**src/rtl/hazard_ctrl_if.sv**
```systemverilog
// Hazard controller bundle: stage register indices and write enables in, stall/flush/forward controls out.
// The master side is the pipeline datapath; the slave side is hazard_ctrl.
interface hazard_ctrl_if;
    logic [4:0] Rs1D;
    logic [4:0] Rs2D;
    logic [4:0] Rs1E;
    logic [4:0] Rs2E;
    logic [4:0] RdE;
    logic [4:0] RdM;
    logic [4:0] RdW;
    logic       RegWriteE;
    logic       RegWriteM;
    logic       RegWriteW;
    logic [1:0] ResultSrcE;
    logic       PCSrcE;
    logic       MemReqM;
    logic       MemReadyM;
    logic [1:0] ForwardAE;
    logic [1:0] ForwardBE;
    logic       StallF;
    logic       StallD;
    logic       StallE;
    logic       StallM;
    logic       FlushD;
    logic       FlushE;
    logic       FlushW;
    logic       MemErr;

    modport master (
        output Rs1D, Rs2D, Rs1E, Rs2E, RdE, RdM, RdW,
        output RegWriteE, RegWriteM, RegWriteW, ResultSrcE, PCSrcE,
        output MemReqM, MemReadyM,
        input  ForwardAE, ForwardBE, StallF, StallD, StallE, StallM,
        input  FlushD, FlushE, FlushW, MemErr
    );

    modport slave (
        input  Rs1D, Rs2D, Rs1E, Rs2E, RdE, RdM, RdW,
        input  RegWriteE, RegWriteM, RegWriteW, ResultSrcE, PCSrcE,
        input  MemReqM, MemReadyM,
        output ForwardAE, ForwardBE, StallF, StallD, StallE, StallM,
        output FlushD, FlushE, FlushW, MemErr
    );
endinterface

```
**src/rtl/hazard_ctrl.sv**
```systemverilog
// Purpose: pipeline stall/flush/forward control plus data-memory wait FSM with timeout (HAZARD_FWD_EN selects forwarding vs RAW stall).
// Latency: all controls combinational, same cycle; only FSM state, wait counter and MemErr are registered.
// Backpressure: slow memory freezes F/D/E/M and bubbles WB; a MEM_TIMEOUT overrun halts the front end until rst.
module hazard_ctrl #(
    parameter int MEM_TIMEOUT = 16
) (
    input  logic          clk,
    input  logic          rst,
    hazard_ctrl_if.slave  hz
);
    localparam int CNT_W = $clog2(MEM_TIMEOUT + 1);

    typedef enum logic [1:0] {S_IDLE, S_WAIT, S_ERR} state_t;

    state_t             state_q, state_d;
    logic [CNT_W-1:0]   cnt_q, cnt_d;
    logic               mem_err_q, mem_err_d;
    logic               mem_stall;
    logic               data_hazard;
    logic [1:0]         fwd_a, fwd_b;
    logic               stall_f, stall_d, stall_e, stall_m;
    logic               flush_d, flush_e, flush_w;

    always_ff @(posedge clk or posedge rst) begin
        if (rst) begin
            state_q   <= S_IDLE;
            cnt_q     <= '0;
            mem_err_q <= 1'b0;
        end else begin
            state_q   <= state_d;
            cnt_q     <= cnt_d;
            mem_err_q <= mem_err_d;
        end
    end

    always_comb begin
        state_d   = state_q;
        cnt_d     = cnt_q;
        mem_err_d = mem_err_q;
        mem_stall = 1'b0;
        case (state_q)
            S_IDLE: begin
                mem_stall = hz.MemReqM & ~hz.MemReadyM;
                if (mem_stall) begin
                    state_d = S_WAIT;
                    cnt_d   = CNT_W'(1);
                end
            end
            S_WAIT: begin
                mem_stall = ~hz.MemReadyM;
                if (hz.MemReadyM) begin
                    state_d = S_IDLE;
                    cnt_d   = '0;
                end else begin
                    cnt_d = cnt_q + CNT_W'(1);
                    // Counting the IDLE request cycle, this is the last of MEM_TIMEOUT stalled cycles.
                    if (cnt_q == CNT_W'(MEM_TIMEOUT - 1)) begin
                        state_d   = S_ERR;
                        mem_err_d = 1'b1;
                    end
                end
            end
            S_ERR: begin
                mem_err_d = 1'b1;
            end
            default: begin
                state_d = S_IDLE;
                cnt_d   = '0;
            end
        endcase
    end

`ifdef HAZARD_FWD_EN
    logic fwd_unused;
    assign fwd_unused = hz.RegWriteE;

    assign data_hazard = (hz.ResultSrcE == 2'b01) && (hz.RdE != 5'd0) &&
                         ((hz.RdE == hz.Rs1D) || (hz.RdE == hz.Rs2D)) && !hz.PCSrcE;

    always_comb begin
        fwd_a = 2'b00;
        fwd_b = 2'b00;
        if (!rst) begin
            if (hz.RegWriteM && (hz.RdM != 5'd0) && (hz.RdM == hz.Rs1E))
                fwd_a = 2'b10;
            else if (hz.RegWriteW && (hz.RdW != 5'd0) && (hz.RdW == hz.Rs1E))
                fwd_a = 2'b01;
            if (hz.RegWriteM && (hz.RdM != 5'd0) && (hz.RdM == hz.Rs2E))
                fwd_b = 2'b10;
            else if (hz.RegWriteW && (hz.RdW != 5'd0) && (hz.RdW == hz.Rs2E))
                fwd_b = 2'b01;
        end
    end
`else
    logic fwd_unused;
    assign fwd_unused = ^{hz.Rs1E, hz.Rs2E, hz.RdW, hz.RegWriteW, hz.ResultSrcE};

    // Write-first register file covers the WB producer, so only EX and MEM producers stall.
    assign data_hazard = !hz.PCSrcE &&
        ((hz.RegWriteE && (hz.RdE != 5'd0) && ((hz.RdE == hz.Rs1D) || (hz.RdE == hz.Rs2D))) ||
         (hz.RegWriteM && (hz.RdM != 5'd0) && ((hz.RdM == hz.Rs1D) || (hz.RdM == hz.Rs2D))));

    assign fwd_a = 2'b00;
    assign fwd_b = 2'b00;
`endif

    always_comb begin
        stall_f = 1'b0;
        stall_d = 1'b0;
        stall_e = 1'b0;
        stall_m = 1'b0;
        flush_d = 1'b0;
        flush_e = 1'b0;
        flush_w = 1'b0;
        if (rst) begin
            flush_d = 1'b1;
            flush_e = 1'b1;
        end else if (state_q == S_ERR) begin
            stall_f = 1'b1;
            stall_d = 1'b1;
            flush_e = 1'b1;
            flush_w = 1'b1;
        end else if (mem_stall) begin
            // A resolved branch waits here; it is seen again once EX is released.
            stall_f = 1'b1;
            stall_d = 1'b1;
            stall_e = 1'b1;
            stall_m = 1'b1;
            flush_w = 1'b1;
        end else if (hz.PCSrcE) begin
            flush_d = 1'b1;
            flush_e = 1'b1;
        end else if (data_hazard) begin
            stall_f = 1'b1;
            stall_d = 1'b1;
            flush_e = 1'b1;
        end
    end

    assign hz.ForwardAE = fwd_a;
    assign hz.ForwardBE = fwd_b;
    assign hz.StallF    = stall_f;
    assign hz.StallD    = stall_d;
    assign hz.StallE    = stall_e;
    assign hz.StallM    = stall_m;
    assign hz.FlushD    = flush_d;
    assign hz.FlushE    = flush_e;
    assign hz.FlushW    = flush_w;
    assign hz.MemErr    = mem_err_q;
endmodule

```
**src/flat_wrapper.sv**
```systemverilog
// flat-port wrapper written by rule: the top's interface ports become plain ports
module hazard_ctrl_flat 
#(
    parameter int MEM_TIMEOUT = 16
)
  (clk, rst, hz_Rs1D, hz_Rs2D, hz_Rs1E, hz_Rs2E, hz_RdE, hz_RdM, hz_RdW, hz_RegWriteE, hz_RegWriteM, hz_RegWriteW, hz_ResultSrcE, hz_PCSrcE, hz_MemReqM, hz_MemReadyM, hz_ForwardAE, hz_ForwardBE, hz_StallF, hz_StallD, hz_StallE, hz_StallM, hz_FlushD, hz_FlushE, hz_FlushW, hz_MemErr);
  hazard_ctrl_if hz_i ();
  input  logic clk;
  input  logic rst;
  input wire logic [$bits(hz_i.Rs1D)-1:0] hz_Rs1D;
  input wire logic [$bits(hz_i.Rs2D)-1:0] hz_Rs2D;
  input wire logic [$bits(hz_i.Rs1E)-1:0] hz_Rs1E;
  input wire logic [$bits(hz_i.Rs2E)-1:0] hz_Rs2E;
  input wire logic [$bits(hz_i.RdE)-1:0] hz_RdE;
  input wire logic [$bits(hz_i.RdM)-1:0] hz_RdM;
  input wire logic [$bits(hz_i.RdW)-1:0] hz_RdW;
  input wire logic [$bits(hz_i.RegWriteE)-1:0] hz_RegWriteE;
  input wire logic [$bits(hz_i.RegWriteM)-1:0] hz_RegWriteM;
  input wire logic [$bits(hz_i.RegWriteW)-1:0] hz_RegWriteW;
  input wire logic [$bits(hz_i.ResultSrcE)-1:0] hz_ResultSrcE;
  input wire logic [$bits(hz_i.PCSrcE)-1:0] hz_PCSrcE;
  input wire logic [$bits(hz_i.MemReqM)-1:0] hz_MemReqM;
  input wire logic [$bits(hz_i.MemReadyM)-1:0] hz_MemReadyM;
  output wire logic [$bits(hz_i.ForwardAE)-1:0] hz_ForwardAE;
  output wire logic [$bits(hz_i.ForwardBE)-1:0] hz_ForwardBE;
  output wire logic [$bits(hz_i.StallF)-1:0] hz_StallF;
  output wire logic [$bits(hz_i.StallD)-1:0] hz_StallD;
  output wire logic [$bits(hz_i.StallE)-1:0] hz_StallE;
  output wire logic [$bits(hz_i.StallM)-1:0] hz_StallM;
  output wire logic [$bits(hz_i.FlushD)-1:0] hz_FlushD;
  output wire logic [$bits(hz_i.FlushE)-1:0] hz_FlushE;
  output wire logic [$bits(hz_i.FlushW)-1:0] hz_FlushW;
  output wire logic [$bits(hz_i.MemErr)-1:0] hz_MemErr;
  assign hz_i.Rs1D = hz_Rs1D;
  assign hz_i.Rs2D = hz_Rs2D;
  assign hz_i.Rs1E = hz_Rs1E;
  assign hz_i.Rs2E = hz_Rs2E;
  assign hz_i.RdE = hz_RdE;
  assign hz_i.RdM = hz_RdM;
  assign hz_i.RdW = hz_RdW;
  assign hz_i.RegWriteE = hz_RegWriteE;
  assign hz_i.RegWriteM = hz_RegWriteM;
  assign hz_i.RegWriteW = hz_RegWriteW;
  assign hz_i.ResultSrcE = hz_ResultSrcE;
  assign hz_i.PCSrcE = hz_PCSrcE;
  assign hz_i.MemReqM = hz_MemReqM;
  assign hz_i.MemReadyM = hz_MemReadyM;
  assign hz_ForwardAE = hz_i.ForwardAE;
  assign hz_ForwardBE = hz_i.ForwardBE;
  assign hz_StallF = hz_i.StallF;
  assign hz_StallD = hz_i.StallD;
  assign hz_StallE = hz_i.StallE;
  assign hz_StallM = hz_i.StallM;
  assign hz_FlushD = hz_i.FlushD;
  assign hz_FlushE = hz_i.FlushE;
  assign hz_FlushW = hz_i.FlushW;
  assign hz_MemErr = hz_i.MemErr;
  hazard_ctrl #(.MEM_TIMEOUT(MEM_TIMEOUT)) u_core (.clk(clk), .rst(rst), .hz(hz_i));
endmodule
```
**config.mk**
```make
export PLATFORM = sky130hd
export DESIGN_NAME = hazard_ctrl_flat
export DESIGN_NICKNAME = d
export VERILOG_FILES = /design/src/rtl/hazard_ctrl_if.sv /design/src/rtl/hazard_ctrl.sv /design/src/flat_wrapper.sv
export SDC_FILE = /design/constraint.sdc
export NUM_CORES = 1
export LEC_CHECK = 0
export CAP_MARGIN = 10
export CORE_UTILIZATION = 33
export CTS_BUF_LIST = sky130_fd_sc_hd__clkbuf_2 sky130_fd_sc_hd__clkbuf_4 sky130_fd_sc_hd__clkbuf_8
export CTS_CLUSTER_SIZE = 24
export DETAILED_ROUTE_END_ITERATION = 12
export HOLD_SLACK_MARGIN = 0.05
export PLACE_DENSITY_LB_ADDON = 0.15
export SYNTH_ARGS = -nofsm -noshare
export SYNTH_HDL_FRONTEND = slang
export SYNTH_SLANG_ARGS = --single-unit
```
**constraint.sdc**
```tcl
create_clock -name clk -period 1.9 [get_ports clk]
set_input_delay 0.19 -clock clk [delete_from_list [all_inputs] [get_ports clk]]
set_output_delay 0.19 -clock clk [all_outputs]
set_load 0.02 [all_outputs]
```
==> metrics.md, run 1 <==
| Metric | Value |
|---|---|
| Yosys reg bits | 8 |
| Most common cell after layout, fill and taps aside | xor2_1 |
| Clock Sinks | 8 |
| Required time of the critical path | 1.71 ns |
| Worst setup path startpoint | hz_Rs1D[1] |
| Fin crit share | 98.1% |
| Post-synthesis sequential area ratio | 28.2% |
| Filler instances | 201 |
| Worst Reg-to-Reg Cells | 6 |
| Final min period | 1.86 ns |
| Diodes inserted | 0 |
| Max clock buf depth | 2 |
| Routed Wire Length | 1870 um |
| Vias/cell | 4.55 |
| Reg2reg start | u_core.cnt_q[0] |
| Total track usage | 16.6% |
| Endpoint type of the worst setup path | output pin |
| Largest net degree at the start of global routing | 11 |
| Max cap viols | 0 |
| Avg Inst Size Synth | 8.25 sq um |
| DIE WIDTH | 48.4 um |
| Row cnt | 16 |
| H-tree levels | 1 |
| Min-Delay Path Class | in -> async |
| Root buffer selected by CTS | clkbuf_4 |
| Total CTS buffers | 3 |
| Total gr overflow | 0 |
| Share of cells above drive strength 1 | 20.5% |
| Setup ws final | 0.0354 ns |
| CP Cell Sequence | clkdlybuf4s50_1 > xor2_1 > nor3_1 > a22oi_1 > o22ai_1 > o22a_1 > buf_2 |
| Port Buffers | 34 |
| Final slew viol count | 0 |
| Layout area overhead | 70.9% |
| DR pass1 iterations | 3 |
| F_max | 536 MHz |
| Boundary pin count | 57 |
| Crit-path max cell delay | 0.43 ns |
| Clk_skew | 0.00259 ns |
| CP top delay family | buffers and inverters |
| Worst path arrival time | 1.67 ns |
| Clk pin slew, worst setup/hold paths | 0.06 ns |
| Initial antenna violation count | 0 |
| Total Die Area | 2340 sq um |
| Max FO, Critical Path | 2 |
| Initial Util | 35.8% |
| Final number of hold-violating endpoints | 0 |
| Hold Buf Count CTS | 0 |
| Core footprint | 1980 sq um |
| Via Count | 723 |
| Nets | 181 |
| WL per Instance | 11.7 um |
| Vias in the first global route | 735 |
| Setup TNS | 0 ns |
| TritonCTS clock tree | yes |
| Number of DRC markers in iteration 0 | 4 |
| Post-CTS Setup Inserts | 0 |
| Cell variety after synth | 25 |
| Clock latency on the worst-skew pair | 0.26 ns |
| Syn Inst Count | 86 |
| Static Leak | 0.641 nW |
| Final Cell Area | 1210 sq um |
| CP max stage cell | clkdlybuf4s50_1 |
| Antenna viol nets, final | 0 |
| Die Height | 48.4 um |
| Max VDD drop | 288 uV |
| Power density over cell area | 445 nW/um^2 |
| First-pass GRT wire length | 3060 um |
| Status | completed |
| # DRC | 0 |
| R2r endpoint | u_core.hz.MemErr |
| Most frequent cells in the layout | xor2_1 (19), buf_4 (14), clkdlybuf4s50_1 (12) |
| Place WS | -0.448 ns |
| Mapped Area | 709 sq um |
| Cell Area, Placed | 1150 sq um |
| Warnings from Yosys | 0 |
| Placer Congestion | 0.823 |
| Setup-failing EPs final | 0 |
| Detailed Place HPWL | 1430 um |
| CP Launch Type | input port |
| CP Buf/Inv Count | 2 |
| R2r setup slk | 0.39 ns |
| Crit Path Class | in -> out |
cell usage after synthesis, drive strengths merged:
master   n  area, sq um
a21o     1         7.51
a21oi    2         10.0
a22oi    2         15.0
and3     1         6.26
buf      6         45.0
clkbuf   1         3.75
conb     1         3.75
dfrtp    8          200
ha       2         25.0
inv      2         7.51
mux2i    1         10.0
nand2    8         30.0
nand2b   1         6.26
nand3    3         15.0
nand3b   1         7.51
nor2     8         30.0
nor3     4         20.0
o21ai    5         25.0
o22a     1         8.76
o22ai    3         18.8
or2      1         6.26
or4      2         15.0
xnor2    1         8.76
xor2    21          184
metal layers:
layer	track usage [%]	routed length, um	vias to the layer above
met5	0	0	-
met4	1.47	0	0
met3	6.29	107	0
met2	28.2	963	25
met1	20.7	794	327
li1	-	-	371
flip-flops by register name, indices dropped and copies added, names as in the netlist:
signal and count:
u_core.cnt_q 5, u_core.hz.MemErr 1, u_core.state_q 2
worst max path at each step:
stage          slack, ns  cells past startpoint        end
2_1_floorplan       0.11                      5  hz_StallF
3_3_place_gp       -0.45                      6  hz_FlushE
3_5_place_dp       -0.45                      7  hz_StallD
4_1_cts            0.005                      6  hz_FlushE
5_1_grt            -0.06                      7  hz_StallD
6_report            0.04                      7  hz_FlushE
per-stage QoR:
stage                     hold WS [ns]  total power, mW  utilization [%]  cells
after floorplan                0.00566            0.295                -     89
after global placement           0.455            0.408             57.9    156
final                            0.320            0.539             61.2    159
after global routing             0.362            0.580             61.2    159
after detailed placement         0.456            0.410             57.9    156
after CTS                        0.336            0.535             58.0    159
timing repair:
action                                  CTS  global route
endpoints found under the setup margin    7             4
resized for setup                        22            19
pin swaps                                 4             8
final cells by class:
class	count	area [sq um]	share of cell area, %
Timing Repair Buffer	47	449	37.0
Tap cell	27	33.8	2.79
Sequential cell	8	200	16.5
Inverter	2	7.51	0.619
Multi-Input combinational cell	72	499	41.2
Clock buffer	3	22.5	1.86
power breakdown:
| group | internal (mW) | switching, mW |
|---|---|---|
| combinational | 0.113 | 0.103 |
| sequential | 0.181 | 0.00907 |
| clock | 0.0725 | 0.0608 |
logic make-up (layout without fill, tap and decap cells):
family / Yosys count / count (layout) / share of synthesized area [%]
adder cells (fa/ha/maj): 2 / 2 / 3.53
other: 1 / 4 / 0.529
multiplexers: 1 / 1 / 1.41
XOR/XNOR: 22 / 22 / 27.2
buffers and inverters: 9 / 52 / 7.94
AND/OR/NAND/NOR: 29 / 29 / 19.2
flip-flops: 8 / 8 / 28.2
AO/OA/AOI/OAI: 14 / 14 / 12.0
Power figures use the tool's default switching activity.
==> inputs of run 2 (changes only) <==
Settings changed: SLEW_MARGIN from default to 20.
==> results of run 2 <==
Final layout, timing and power as in run 1 (identical DEF).
==> inputs of run 3 (changes only) <==
Settings changed: CORE_UTILIZATION 33 to 30.
Clock period 1.9 ns to 1.7 ns, I/O delays scaled along.
==> run 3 against run 2 <==
  * Setup slack gained 0.0039 ns
  * Critical path depth shrank 1
  * Via count is 3.9% higher
  * Highest routed layer is now met4
==> metrics.md, run 3 (synthesis results as in run 1) <==
| Metric | Value |
|---|---|
| Final min period | 1.66 ns |
| Biggest register | u_core.cnt_q |
| Setup TNS | 0 ns |
| Root buffer selected by CTS | clkbuf_4 |
| R2r setup slk | 0.13 ns |
| Vias in the first global route | 753 |
| Crit-path max cell delay | 0.54 ns |
| Antenna viol nets, final | 0 |
| Power density over cell area | 505 nW/um^2 |
| Min-Delay Path Class | in -> async |
| First-pass GRT wire length | 3050 um |
| F_max | 602 MHz |
| Initial antenna violation count | 0 |
| WL per Instance | 11.5 um |
| CP Buf/Inv Count | 2 |
| Final Cell Area | 1180 sq um |
| DR pass1 iterations | 4 |
| FF+latch area | 200 sq um |
| Status | completed |
| Clk_skew | 0.00669 ns |
| Most common cell after layout, fill and taps aside | xor2_1 |
| CP top delay family | simple AND/OR/NAND/NOR gates |
| Filler instances | 227 |
| CP max stage cell | or4_4 |
| Share of cells above drive strength 1 | 27.6% |
| Die Height | 50.6 um |
| Max VDD drop | 327 uV |
| Nets | 183 |
| Diodes inserted | 0 |
| Worst path arrival time | 1.49 ns |
| Max cap viols | 0 |
| Met1 usage | 15.4% |
| Met2 Usage GRT | 30.7% |
| Max reg flops | 5 |
| WHS | 0.395 ns |
| Final slew viol count | 0 |
| Endpoint type of the worst setup path | output pin |
| Clk pin slew, worst setup/hold paths | 0.06 ns |
| Routed Wire Length | 1860 um |
| # DRC | 0 |
| Largest net degree at the start of global routing | 9 |
| Static Leak | 0.569 nW |
| Required time of the critical path | 1.53 ns |
| Row cnt | 17 |
| Fin crit share | 97.7% |
| Crit Path Class | in -> out |
| CP Cell Sequence | clkdlybuf4s15_2 > or4_4 > o21ai_2 > o22ai_1 > a21o_1 > buf_6 |
| Clock Sinks | 8 |
| Final Util | 53.3% |
| Most frequent cells in the layout | xor2_1 (21), buf_4 (16), dlygate4sd2_1 (15) |
| H-tree levels | 1 |
| Clock latency on the worst-skew pair | 0.26 ns |
| Worst Reg-to-Reg Cells | 6 |
| Cell Area, Placed | 1170 sq um |
| CP Launch Type | input port |
| Total CTS buffers | 3 |
| Multi-input logic area | 504 sq um |
| Final number of hold-violating endpoints | 0 |
| Port Buffers | 34 |
| Total gr overflow | 0 |
| Total Die Area | 2560 sq um |
| Core footprint | 2210 sq um |
| Vias/cell | 4.64 |
| Initial Util | 32.1% |
| DIE WIDTH | 50.6 um |
| Detailed Place HPWL | 1530 um |
| Layout area overhead | 66.3% |
| Reg2reg start | u_core.cnt_q[0] |
| Setup-failing EPs final | 0 |
| Total track usage | 15.8% |
| Boundary pin count | 57 |
| GR Util met3 | 5.45% |
| GR peak layer | met2 |
| Via Count | 751 |
| Placer Congestion | 0.905 |
| Number of DRC markers in iteration 0 | 16 |
| Max FO, Critical Path | 3 |
| R2r endpoint | u_core.hz.MemErr |
| TritonCTS clock tree | yes |
| Max clock buf depth | 2 |
[run 3: cell count changes in the layout (fill, tap and decap cells not counted), moves of 2 or more]
cell / change
clkdlybuf4s15_1: +3
xor2_1: +2
nor3_1: -2
xor2_2: -2
nor3_2: +2
clkbuf_2: +5
clkdlybuf4s50_1: -5
dlygate4sd2_1: +7
dlymetal6s2s_1: -11
buf_4: +2
[run 3: worst min-delay path, stage by stage]
cell             delay (ns)
clkdlybuf4s50_1        0.47
buf_4                  0.17
inv_1                  0.24
[run 3: worst max path at each step]
stage / cells after the start / slack, ns / end / from
2_1_floorplan: 5 / 0.08 / hz_StallF / u_core.state_q[1]
3_3_place_gp: 7 / -0.58 / hz_FlushE / hz_RdE[0]
3_5_place_dp: 7 / -0.63 / hz_FlushE / hz_RdE[0]
4_1_cts: 6 / 0.0002 / hz_StallF / hz_RdE[4]
5_1_grt: 7 / -0.006 / hz_StallF / hz_Rs2D[3]
6_report: 6 / 0.04 / hz_StallF / hz_RdE[4]
[run 3: cell type report]
cell class	count	area share, %
Multi-Input combinational cell	72	42.7
Clock buffer	3	1.91
Timing Repair Buffer	49	34.8
Sequential cell	8	17.0
Inverter	2	0.636
Tap cell	28	2.97
[run 3: metal layers]
metal,vias to the layer above,wire length (um)
li1,377,-
met1,344,682
met2,28,1040
met3,2,114
met4,0,24
met5,-,0
[run 3: what timing repair did]
item                                    in CTS  in global routing
setup buffers                                0                  0
pin swaps                                    8                  6
endpoints found under the setup margin       7                  6
hold buffers                                 0                  0
gates resized for setup                     46                 17
[run 3: metrics by stage]
stage	worst slack (ns)	instances	total power [mW]
floorplan	0.0787	89	0.330
global placement	-0.584	159	0.462
detailed placement	-0.627	159	0.464
CTS	0.000219	162	0.595
global route	-0.00646	162	0.641
finish	0.0393	162	0.596
[run 3: power breakdown]
group / switching (mW) / total, mW / internal (mW)
clock network: 0.0649 / 0.146 / 0.0808
registers: 0.0123 / 0.214 / 0.202
logic: 0.115 / 0.236 / 0.121
==> variant 1, RTL diff (flow settings as in run 1) <==
The option `HAZARD_FWD_EN` is turned on by a define.
--- a/src/rtl/hazard_ctrl.sv
+++ b/src/rtl/hazard_ctrl.sv
@@ -3,2 +3,4 @@
 // Backpressure: slow memory freezes F/D/E/M and bubbles WB; a MEM_TIMEOUT overrun halts the front end until rst.
+`define HAZARD_FWD_EN
+
 module hazard_ctrl #(
Formal check against the unedited RTL: not equivalent (a bounded check fails within 4 cycles, from zero or initial values and one cycle with rst high).
==> variant 1 against run 1 <==
  * Sequential power about the same
  * Total power up 15%
  * Die area increased by 21%
  * Routed wire length grew 53%
  * Setup slack lost 17 ps
  * Sequential cell count did not move
  * Via count grew 50%
  * Non-clock buffer count is 39 higher
  * Final area rose by 41%
  * Synthesized area increased by 22%
==> variant 1: results (changes against run 1) <==
----------------------------------------------------
[Clocking]
  CTS Root Buffer Type ... sky130_fd_sc_hd__clkbuf_4
  Clk buf depth ... 2 (unchanged)
  Clock insertion delay at the later pin of the skew report ... 250 ps
  Clk pin slew, worst setup/hold paths ... ~50 ps
  Total clock buffers created by CTS ... 3 (unchanged)
  H-Tree Depth ... 1 (unchanged)

[STA]
  Setup skew after layout ... 0.156 ps (-2.43 ps)
  Actual slew at the worst max-slew pin ... around 380 ps

[Layout]
  Fraction of final layout cells sized beyond drive strength 1 ... 27.6% (+7.1 points)
  Largest register by flop count ... u_core.cnt_q
  Ant diodes ... 0 (unchanged)
  Final layout net count ... 241 (+33%)
  Flip-flop count of the largest register, all copies and words added ... 5 (unchanged)

[Drt]
  DR pass1 iterations ... 4 (+1)
  Total number of vias ... 1083 (+50%)
  Wire per inst ... 12.9 um (+9.6%)
  DRC violation count after routing ... 0 (unchanged)
  Initial DRC Count ... 9 (+5)

[Logic synthesis]
  Asr flop ratio synth ... 100% (unchanged)
  Yosys warnings ... 0 (unchanged)
  Flip-flop cell with the highest count after synthesis ... sky130_fd_sc_hd__dfrtp_1
  Synth cell types ... 28 (+12%)
  Number of nets in the synthesized netlist ... 153
  Most instantiated cells after synthesis ... sky130_fd_sc_hd__xor2_1, sky130_fd_sc_hd__nand2_1, sky130_fd_sc_hd__xnor2_1
  Top post-synthesis cells by area ... sky130_fd_sc_hd__dfrtp_1, sky130_fd_sc_hd__xor2_1, sky130_fd_sc_hd__xnor2_1
  Sequential share of the synthesized area ... 23.2% (-5.0 points)

[Placed design]
  Worst Setup Slack post-DPL ... -636 ps (-188 ps)
  Placed wire-length estimate ... 2450 um (+71%)
  Placer Congestion ... 0.843 (+2.4%)
  Number of input and output port buffers inserted ... 55 (+62%)
  Area of placed instances ... 1660 sq um (+44%)

[Global route]
  Largest net degree at the start of global routing ... 12 (+1)
  Met1 track utilization from global routing ... 21.9% (+1.2 points)
  Initial antenna violation count ... 0 (unchanged)
  Global-route track usage on met2 ... 42.2% (+14 points)
  Global-route usage over all layers ... 21.5% (+5.0 points)
  First-pass GRT wire length ... 4380 um (+43%)
  Met3 Resource Use GR ... 8.33% (+2.0 points)

[Status]
  Status ... completed

[Hold path]
  Worst Hold Class ... reg2reg

[Power]
  Leakage power ... 0.000783 uW (+22%)
  Maximum resistive drop on vdd ... 0.423 mV (+47%)

[Critical path]
  Critical Path Fanout Max ... 2 (unchanged)

----------------------------------------------------
## variant 1: cell types whose count changed after synthesis, sizes merged, moves of 2 or more
cell / before / now
nand3: 3 / 5
inv: 2 / 4
nand2: 8 / 11
xnor2: 1 / 11
nor4: 0 / 4
nor3: 4 / 6
or4: 2 / 4
buf: 6 / 2
## variant 1: worst paths after layout
check / from / to / slack, ps / cells past startpoint
max: hz_RegWriteW / hz_ForwardAE[0] / 20 / 5
min: u_core.hz.MemErr / u_core.hz.MemErr / 480 / 1
max reg2reg: u_core.cnt_q[0] / u_core.hz.MemErr / 310 / 6
min reg2reg: u_core.hz.MemErr / u_core.hz.MemErr / 480 / 1
max in group asynchronous: rst / u_core.cnt_q[3] / 1270 / 4
min in group asynchronous: rst / u_core.state_q[0] / 500 / 4
## variant 1: repair_timing
item                                    in CTS  in global routing
gates cloned                                 0                  0
resized for setup                           44                 24
setup buffers                                1                  1
endpoints found under the hold margin        0                  8
hold buffers                                 0                  1
endpoints found under the setup margin      11                  9
pin swaps                                    6                  5
## variant 1: stage by stage
stage,TNS [ps],std cells
after detailed placement,-3590,217
final,0,222
after global routing,-25.1,222
after floorplan,0,106
after CTS,-29.0,220
after global placement,-3330,217
## variant 1: kinds of logic after synthesis
logic type	share of synthesized area [%]
mux	2.32
xor+xnor	32.5
fa+ha+maj	2.90
buf+inv	3.91
simple gates	25.8
flops	23.2
compound gates	9.42
## variant 1: area by class of cell
cell class                      instances  area (sq um)
Sequential cell                         8           200
Clock buffer                            3          22.5
Multi-Input combinational cell         91           673
Tap cell                               30          37.5
Fill cell                             209           769
Timing Repair Buffer                   86           759
Inverter                                4          15.0
## variant 1: report_power, final
part	switching (uW)	internal [uW]	leakage [uW]
sequential	9.29	181	0.000102
combinational	132	175	0.000667
clock	50.4	71.8	0.0000138
## variant 1: metal layers
layer / wire (um) / up-vias / share of wire, %
met3: 235 / 2 / 8.2
met5: 0 / - / 0
met1: 1120 / 491 / 39
li1: - / 542 / -
met4: 16 / 0 / 0.56
met2: 1480 / 48 / 52
## variant 1: worst max-delay path: stages
cell	delay, ps
sky130_fd_sc_hd__clkdlybuf4s50_1	470
sky130_fd_sc_hd__o211ai_1	90
sky130_fd_sc_hd__or4_1	430
sky130_fd_sc_hd__nor4_2	320
sky130_fd_sc_hd__buf_4	190
==> variant 2, RTL diff (config.mk and constraints of run 1) <==
Without the edit above. Encoding of `state_t`: now one-hot (3 bits for 3 states).
--- a/src/rtl/hazard_ctrl.sv
+++ b/src/rtl/hazard_ctrl.sv
@@ -12,3 +12,3 @@
 
-    typedef enum logic [1:0] {S_IDLE, S_WAIT, S_ERR} state_t;
+    typedef enum logic [2:0] {S_IDLE = 3'b001, S_WAIT = 3'b010, S_ERR = 3'b100} state_t;
 
Function: no difference found for any inputs over 10 cycles, from zero or initial values and one cycle with rst high; not proved beyond that.
==> variant 2 against run 1 <==
  * The flow now finishes with violations (negative setup slack)
  * Critical path depth down 1
  * Synthesized area is 17% higher
  * Sequential share of layout area is 0.42 points lower
  * Sequential power up 11%
  * Fmax shrank 6.2%
  * Non-clock buffer count up 6
  * Final area increased by 16%
  * Routed wire length up 22%
  * Setup slack got worse by 120 ps
  * Total power increased by 14%
  * First-iteration DRC count rose by 75%
  * Synthesized cell count increased by 13%
  * Sequential cell count up 1
  * Critical path type is now reg2out
  * Critical endpoint is now hz_StallD
==> variant 2: results (changes against run 1) <==
----------------------------------------------------
[Logic synthesis]
  Top post-synthesis cells by area ... sky130_fd_sc_hd__dfrtp_1, sky130_fd_sc_hd__xor2_1, sky130_fd_sc_hd__o21ai_0
  Synth cell types ... 31 (+24%)
  Mux share of post-synthesis cell area ... 0% (-1.4 points)
  Adder-cell area share of the yosys netlist ... 3.00% (-0.52 points)
  Asr flop ratio synth ... 100% (unchanged)
  Synthesized-area fraction occupied by ao, oa, aoi and oai cells ... 19.8% (+7.8 points)
  Most instantiated cells after synthesis ... sky130_fd_sc_hd__xor2_1, sky130_fd_sc_hd__o21ai_0, sky130_fd_sc_hd__dfrtp_1, sky130_fd_sc_hd__nor2_1, sky130_fd_sc_hd__nor3_1
  Yosys warnings ... 0 (unchanged)
  Sequential share of the synthesized area ... 27.2% (-1.0 points)
  Mean area per synthesized cell ... 8.59 sq um (+4.1%)
  Post-Synth XOR/XNOR Area ... 21.0% (-6.1 points)

[Critical path]
  Critical path data arrival time ... 1800 ps (+130 ps)
  Critical path's top delay family ... simple AND/OR/NAND/NOR gates
  Biggest cell delay along the critical path ... 550 ps (+120 ps)
  Slowest stage cell on the critical path ... sky130_fd_sc_hd__or4b_4
  Timing startpoint of the critical path ... u_core.state_q[2]

[Global route]
  Initial antenna violation count ... 0 (unchanged)
  Largest net degree at the start of global routing ... 10 (-1)
  Global-route usage over all layers ... 17.7% (+1.1 points)
  First-pass GRT wire length ... 3570 um (+17%)
  Vias in the first global route ... 844 (+15%)

[Layout]
  Ant diodes ... 0 (unchanged)
  Count of filler cells inserted in the layout ... 206 (+2.5%)
  Fraction of final layout cells sized beyond drive strength 1 ... 29.1% (+8.7 points)
  Number of non-filler instances in the completed layout ... 179 (+13%)
  Flip-flop count of the largest register, all copies and words added ... 5 (unchanged)
  Final layout net count ... 199 (+9.9%)

[Placed design]
  Placed wire-length estimate ... 1820 um (+27%)
  Placed cells ... 174 (+12%)
  Worst Setup Slack post-DPL ... -532 ps (-84.4 ps)
  Placer Congestion ... 0.819 (-0.50%)

[STA]
  Post-layout worst setup margin ... -88.0 ps (-123 ps)
  Final setup vio count ... 4 (+4)
  Setup skew after layout ... 7.97 ps (+5.38 ps)
  Final sum of negative setup slack ... -207 ps (-207 ps)

[Clocking]
  CTS Root Buffer Type ... sky130_fd_sc_hd__clkbuf_4
  Clk pin slew, worst setup/hold paths ... 60 ps (about the same)

[Drt]
  DR pass1 iterations ... 4 (+1)
  Total wire length ... 2270 um (+22%)
  Total number of vias ... 886 (+23%)
  Initial DRC Count ... 7 (+3)

[Power]
  Leakage power ... 0.000675 uW (+5.3%)
  Maximum resistive drop on vdd ... 0.434 mV (+51%)

[Status]
  Status ... complete, but fails checks
  Violations in the final reports ... negative setup slack

[Hold path]
  Worst Hold Class ... in2async

----------------------------------------------------
-- variant 2: cells by family (layout without fill, tap and decap cells) --
| family | count (synthesis) | in the layout |
|---|---|---|
| other cells | 1 | 4 |
| simple gates | 34 | 34 |
| flops | 9 | 9 |
| fa+ha+maj | 2 | 2 |
| xor+xnor | 20 | 20 |
| compound gates | 23 | 23 |
| buf+inv | 8 | 59 |
-- variant 2: path summary, 6_finish.rpt --
check | endpoint | slack (ps) | cells after the start
setup / recovery | hz_StallD | -90 | 6
hold / removal | u_core.cnt_q[4] | 370 | 2
setup reg to reg | u_core.hz.MemErr | 260 | 6
hold reg to reg | u_core.hz.MemErr | 480 | 1
max in group asynchronous | u_core.state_q[0] | 1220 | 2
min in group clk | u_core.hz.MemErr | 480 | 1
-- variant 2: cell type report --
cell class                      instances  area share, %
Timing Repair Buffer                   53           34.2
Clock buffer                            4           2.13
Inverter                                2          0.533
Sequential cell                         9           16.1
Multi-Input combinational cell         83           44.5
Tap cell                               28           2.49
-- variant 2: metrics by stage --
step / instance area, sq um / util, % / hold WS (ps)
global placement: 1320 / 57.4 / 454
global route: 1410 / 61.3 / 415
finish: 1410 / 61.3 / 369
detailed placement: 1320 / 57.4 / 458
CTS: 1330 / 58.0 / 381
floorplan: 852 / - / 17.2
-- variant 2: timing repair --
action                                  4_1_cts  5_1_grt
buffers inserted                              0        1
hold endpoints to repair                      0        0
pin swaps                                     5        9
gates resized for setup                      45       19
endpoints found under the setup margin        7        7
-- variant 2: layer usage --
metal	global-route usage, %	wire (um)	part of all wire [%]	vias up
li1	-	-	-	441
met1	21.4	965	43	413
met2	31.0	1150	51	30
met3	4.93	137	6.0	2
met4	3.95	12	0.53	0
met5	0	0	0	-
-- variant 2: power breakdown --
part | switching (uW) | leakage (uW) | total (uW) | internal (uW)
Sequential | 9.31 | 0.000115 | 210 | 201
Clock | 64.6 | 0.0000184 | 160 | 95.0
Combinational | 116 | 0.000542 | 243 | 128
